`config.mk`:
```
export PLATFORM = sky130hd
export DESIGN_NAME = sha256_w_sequencer
export DESIGN_NICKNAME = d
export VERILOG_FILES = /design/src/rtl/sha256_w_sequencer.sv
export SDC_FILE = /design/constraint.sdc
export NUM_CORES = 2
export LEC_CHECK = 0
export CELL_PAD_IN_SITES_DETAIL_PLACEMENT = 0
export CELL_PAD_IN_SITES_GLOBAL_PLACEMENT = 1
export CORE_ASPECT_RATIO = 1.2
export CORE_UTILIZATION = 29
export CTS_CLUSTER_DIAMETER = 120
export CTS_CLUSTER_SIZE = 40
export DETAILED_ROUTE_END_ITERATION = 10
export HOLD_SLACK_MARGIN = 0.15
export PLACE_DENSITY_LB_ADDON = 0.1
export SLEW_MARGIN = 25
export SYNTH_ARGS = -nofsm -noshare
export SYNTH_HDL_FRONTEND = slang
export SYNTH_SLANG_ARGS = --single-unit
```
`constraint.sdc`:
```
create_clock -name clk -period 3.5 [get_ports clk]
set_input_delay 0.35 -clock clk [delete_from_list [all_inputs] [get_ports clk]]
set_output_delay 0.35 -clock clk [all_outputs]
set_load 0.1 [all_outputs]
```
`src/rtl/sha256_w_sequencer.sv`:
```
// SHA-256 message-schedule sequencer.
// Loads one 512-bit block into a 16-word sliding window and streams W0..W63,
// one word per handshake, extending the window with a single shared
// sigma0/sigma1/4-input-adder datapath.
module sha256_w_sequencer #(
   parameter int WORD_W = 32
) (
   input  logic                  clk,
   input  logic                  rst_n,
   input  logic                  blk_valid,
   output logic                  blk_ready,
   input  logic [16*WORD_W-1:0]  blk_data,
   input  logic                  abort,
   output logic                  w_valid,
   input  logic                  w_ready,
   output logic [WORD_W-1:0]     w_data,
   output logic [5:0]            w_idx,
   output logic                  w_last,
   output logic                  busy
);

   typedef enum logic {
      S_IDLE   = 1'b0,
      S_STREAM = 1'b1
   } state_e;

   localparam logic [5:0] LAST_IDX = 6'd63;

   state_e              state_q, state_d;
   logic [WORD_W-1:0]   win_q [16];
   logic [WORD_W-1:0]   win_d [16];
   logic [5:0]          t_q, t_d;
   logic                w_valid_q, w_valid_d;
   logic                w_last_q, w_last_d;
   logic                busy_q, busy_d;

   logic                load_en;
   logic                shift_en;
   logic                abort_en;
   logic [WORD_W-1:0]   w_new;

   // Small sigma functions of the SHA-256 schedule (32-bit words only)
   function automatic logic [WORD_W-1:0] sig0(input logic [WORD_W-1:0] x);
      return {x[6:0], x[31:7]} ^ {x[17:0], x[31:18]} ^ (x >> 3);
   endfunction

   function automatic logic [WORD_W-1:0] sig1(input logic [WORD_W-1:0] x);
      return {x[16:0], x[31:17]} ^ {x[18:0], x[31:19]} ^ (x >> 10);
   endfunction

   // State register
   always_ff @(posedge clk or negedge rst_n) begin
      if (!rst_n) begin
         state_q <= S_IDLE;
      end else begin
         state_q <= state_d;
      end
   end

   // Next-state logic: abort wins over a simultaneous word handshake
   always_comb begin
      state_d = state_q;
      case (state_q)
         S_IDLE: begin
            if (blk_valid && !abort) begin
               state_d = S_STREAM;
            end
         end
         S_STREAM: begin
            if (abort) begin
               state_d = S_IDLE;
            end else if (w_ready && (t_q == LAST_IDX)) begin
               state_d = S_IDLE;
            end
         end
         default: state_d = S_IDLE;
      endcase
   end

   // Output/control decode: blk_ready is the only combinational output
   always_comb begin
      blk_ready = 1'b0;
      load_en   = 1'b0;
      shift_en  = 1'b0;
      abort_en  = 1'b0;
      case (state_q)
         S_IDLE: begin
            blk_ready = !abort;
            load_en   = blk_valid && !abort;
         end
         S_STREAM: begin
            abort_en = abort;
            shift_en = w_ready && !abort;
         end
         default: ;
      endcase
   end

   // Shared schedule datapath: W(t+16) from the current window
   assign w_new = sig1(win_q[14]) + win_q[9] + sig0(win_q[1]) + win_q[0];

   // Window / counter / registered-output next values
   always_comb begin
      for (int i = 0; i < 16; i++) begin
         win_d[i] = win_q[i];
      end
      t_d = t_q;
      if (load_en) begin
         for (int i = 0; i < 16; i++) begin
            win_d[i] = blk_data[(15-i)*WORD_W +: WORD_W];
         end
         t_d = 6'd0;
      end else if (shift_en) begin
         for (int i = 0; i < 15; i++) begin
            win_d[i] = win_q[i+1];
         end
         win_d[15] = w_new;
         // Leaving STREAM at t = 63 returns the counter to 0 instead of wrapping
         t_d = (t_q == LAST_IDX) ? 6'd0 : t_q + 6'd1;
      end else if (abort_en) begin
         t_d = 6'd0;
      end
      w_valid_d = (state_d == S_STREAM);
      busy_d    = (state_d == S_STREAM);
      w_last_d  = (state_d == S_STREAM) && (t_d == LAST_IDX);
   end

   // Window, round counter and registered outputs
   always_ff @(posedge clk or negedge rst_n) begin
      if (!rst_n) begin
         for (int i = 0; i < 16; i++) begin
            win_q[i] <= '0;
         end
         t_q       <= 6'd0;
         w_valid_q <= 1'b0;
         w_last_q  <= 1'b0;
         busy_q    <= 1'b0;
      end else begin
         for (int i = 0; i < 16; i++) begin
            win_q[i] <= win_d[i];
         end
         t_q       <= t_d;
         w_valid_q <= w_valid_d;
         w_last_q  <= w_last_d;
         busy_q    <= busy_d;
      end
   end

   assign w_data  = win_q[0];
   assign w_idx   = t_q;
   assign w_valid = w_valid_q;
   assign w_last  = w_last_q;
   assign busy    = busy_q;

endmodule

```
==> impl_metrics.json <==
{
  "drt-pass1-iter-count": 5,
  "rr_worst_depth": 16,
  "worstReg2RegEnd": "win_q[28]",
  "worst_clock_skew_ns": 0.0654,
  "drv_cap": 0,
  "start_util_pct": 29.3,
  "boundaryPins": 559,
  "critPathKind": "reg -> reg",
  "grt_usage_pct": 25.3,
  "tns_ns": -4.17,
  "synth.yosys.warnings": 0,
  "cellPowerDensity_nw_per_um2": 1400,
  "tightest_slew_ns": 1.13,
  "antenna_left": 0,
  "post-place-cells": 5197,
  "htree_num_levels": 1,
  "timing.critical_path.fanout_max": 4,
  "final.min_clock_period_ns": 3.85,
  "layout.cell_area.non_filler_um2": 37600,
  "grt_start_max_net_pins": 124,
  "synth_top_cell_by_area": "sky130_fd_sc_hd__dfrtp_1",
  "horizontal_extent_of_the_die_um": 286,
  "max_clock_buf_depth": 3,
  "ys_top_cells_by_area": "sky130_fd_sc_hd__dfrtp_1 47%, sky130_fd_sc_hd__nand2_1 14%, sky130_fd_sc_hd__a31oi_1 11%, sky130_fd_sc_hd__nor2_1 6.9%, sky130_fd_sc_hd__fa_1 4.4%",
  "setup.worst_path.end": "win_q[28]",
  "synth_cells": 3415,
  "core_region_area_um2": 95400,
  "detailroute.via_count": 25463,
  "insertion_delay_ns": 0.64,
  "ys_seq_elements": 520,
  "syn-cell-area_um2": 28000,
  "placement_rows": 124,
  "critPathLaunch": "win_q[34]",
  "slew_headroom_pct": 24.7,
  "fraction_of_layout_cells_with_a_size_suffix_above_1_pct": 11.2,
  "run_status": "finished with violations",
  "die_y_um": 342,
  "achievable-frequency_ghz": 0.260,
  "rsz0062_at_grt": "yes",
  "post-dp-hpwl_um": 99700,
  "post_layout_nonfiller_instances": 5253,
  "setup_slack_ns": -0.351,
  "crit_arrival_ns": 4.38,
  "clock-sinks": 520,
  "netlist_top_cells_count": "1014 x sky130_fd_sc_hd__nand2_1, 520 x sky130_fd_sc_hd__dfrtp_1, 511 x sky130_fd_sc_hd__nor2_1",
  "most_used_flip_flop_cell_after_synthesis": "sky130_fd_sc_hd__dfrtp_1",
  "vias_per_cell": 4.85,
  "yosys.cell_types.count": 58,
  "cts_inserted_buffers": 22,
  "route.detailed.drc": 0,
  "vdd.ir_drop.worst_mv": 1.54,
  "grt-ovfl-total": 0,
  "number_of_nets_in_the_synthesized_netlist": 4026,
  "r2r_start": "win_q[34]",
  "path_clk_slew_ns": 0.16,
  "drt_iter0_markers": 1880,
  "area_growth_pct": 34.3,
  "ys_seq_area_share_pct": 46.5,
  "failed_checks": "setup timing",
  "final_wirelength_um": 126000,
  "root_buffer": "sky130_fd_sc_hd__clkbuf_16",
  "fin_nets": 4587,
  "yosys.cell_count.top_type": "sky130_fd_sc_hd__nand2_1",
  "number_of_flops_mapped_to_enable_cells_by_yosys": 0,
  "required_ns": 4.03,
  "syn-mean-instance-area_um2": 8.19,
  "ys_async_rst_share_pct": 100,
  "crit_path_end_kind": "register",
  "synthDominantCellAreaShare_pct": 46.5,
  "place.gp.congestion": 0.899,
  "tritoncts": "built",
  "timing_hold_violations_final": 0,
  "critical_path.startpoint_type": "register",
  "leakagePower_uw": 0.0163,
  "final-setup-viol-count": 23,
  "final.period_utilization_pct": 110,
  "hold_path_class": "in -> reg",
  "first_global_vias": 25686,
  "wire_length_of_the_first_global_routing_pass_um": 180000,
  "grt_antenna_before_repair": 14,
  "fp.dieArea_um2": 97700,
  "register_to_register_path_setup_slack_ns": -0.35,
  "portBuffers": 558,
  "wire_per_inst_um": 24.0,
  "place_ws_ns": -0.411,
  "maxSlewViolCount": 0,
  "dpl_cell_area_um2": 36100
}
## cells in the final DEF (no fill, tap or decap), drive strengths merged, types with 10 or more instances in the layout
cell type / netlist / layout
nand2: 1015 / 1015
clkdlybuf4s50: 1 / 535
dfrtp: 520 / 520
nor2: 511 / 511
a31oi: 488 / 488
buf: 159 / 318
inv: 131 / 140
xnor2: 99 / 99
fa: 62 / 62
a21oi: 53 / 53
xor2: 51 / 51
o21ai: 42 / 42
ha: 32 / 32
clkbuf: 157 / 23
a22oi: 10 / 10
## stage by stage
stage | hold WS (ns) | utilization, % | total power (uW)
detailed placement | 0.404 | 37.9 | 43400
global route | 0.227 | 39.4 | 56100
CTS | 0.216 | 39.0 | 49800
floorplan | 0.0544 | - | 28200
global placement | 0.405 | 37.9 | 43700
finish | 0.252 | 39.4 | 52500
## final cells by class
type	instances	area, um^2
sequential	520	13000
inverter	131	492
timing repair buffer	854	8180
antenna	4	10.0
clock inverter	14	269
multi-input combinational	2447	13400
fill	10062	57900
tap	1260	1580
clock buffer	23	576
## logic make-up (layout without fill, tap and decap cells)
kind of cell | after synthesis | count (layout) | synth area share [%]
AND/OR/NAND/NOR | 1563 | 1563 | 21.4
AO/OA/AOI/OAI | 640 | 640 | 14.4
flip-flops | 520 | 520 | 46.5
buffers and inverters | 448 | 1022 | 7.16
XOR/XNOR | 150 | 150 | 4.70
adder cells (fa/ha/maj) | 94 | 94 | 5.87
other | 0 | 4 | 0
## where the power goes
group / switching [uW] / internal, uW / total [uW]
Clock: 2460 / 1380 / 3840
Sequential: 1450 / 7810 / 9260
Combinational: 21000 / 18400 / 39400
## worst min-delay path by stage
stage                 end  depth (start not counted)           from  slack [ns]
2_1_floorplan        busy                          0          rst_n        0.05
3_3_place_gp   win_q[287]                          1          rst_n        0.41
3_5_place_dp   win_q[255]                          1          rst_n        0.40
4_1_cts        win_q[133]                          3  blk_data[133]        0.22
5_1_grt        win_q[133]                          3  blk_data[133]        0.23
6_report       win_q[257]                          3  blk_data[257]        0.25
## worst max-delay path: stages (launching register included)
cell	delay, ns
sky130_fd_sc_hd__dfrtp_1	0.44
sky130_fd_sc_hd__xor2_1	0.16
sky130_fd_sc_hd__xnor2_1	0.32
sky130_fd_sc_hd__fa_1	0.47
sky130_fd_sc_hd__fa_1	0.50
sky130_fd_sc_hd__inv_1	0.07
sky130_fd_sc_hd__ha_4	0.29
sky130_fd_sc_hd__buf_4	0.11
sky130_fd_sc_hd__nand4_4	0.11
sky130_fd_sc_hd__buf_6	0.15
sky130_fd_sc_hd__nand2b_4	0.14
sky130_fd_sc_hd__a21boi_2	0.11
sky130_fd_sc_hd__o21a_1	0.18
sky130_fd_sc_hd__a211oi_4	0.06
sky130_fd_sc_hd__o41ai_2	0.36
sky130_fd_sc_hd__xnor2_1	0.19
sky130_fd_sc_hd__o21ai_1	0.10
## routing by layer
layer / part of all wire (%) / GRT usage (%)
met5: 0.082 / 0
met4: 2.8 / 6.74
met3: 5.3 / 3.66
met2: 48 / 42.9
met1: 44 / 33.6
## state kept, by name, summed over array words and instances, names as in the netlist
signal and count:
w_last 1, win_q 480, w_data 32, w_idx 6, busy 1
## what timing repair did
item | 4_1_cts | 5_1_grt
setup endpoints to repair | 26 | 27
setup buffers | 9 | 8
endpoints found under the hold margin | 63 | 0
pin swaps | 32 | 38
hold buffers | 1 | 0
resized for setup | 37 | 59
No activity file was read; power rests on OpenSTA's default activity.
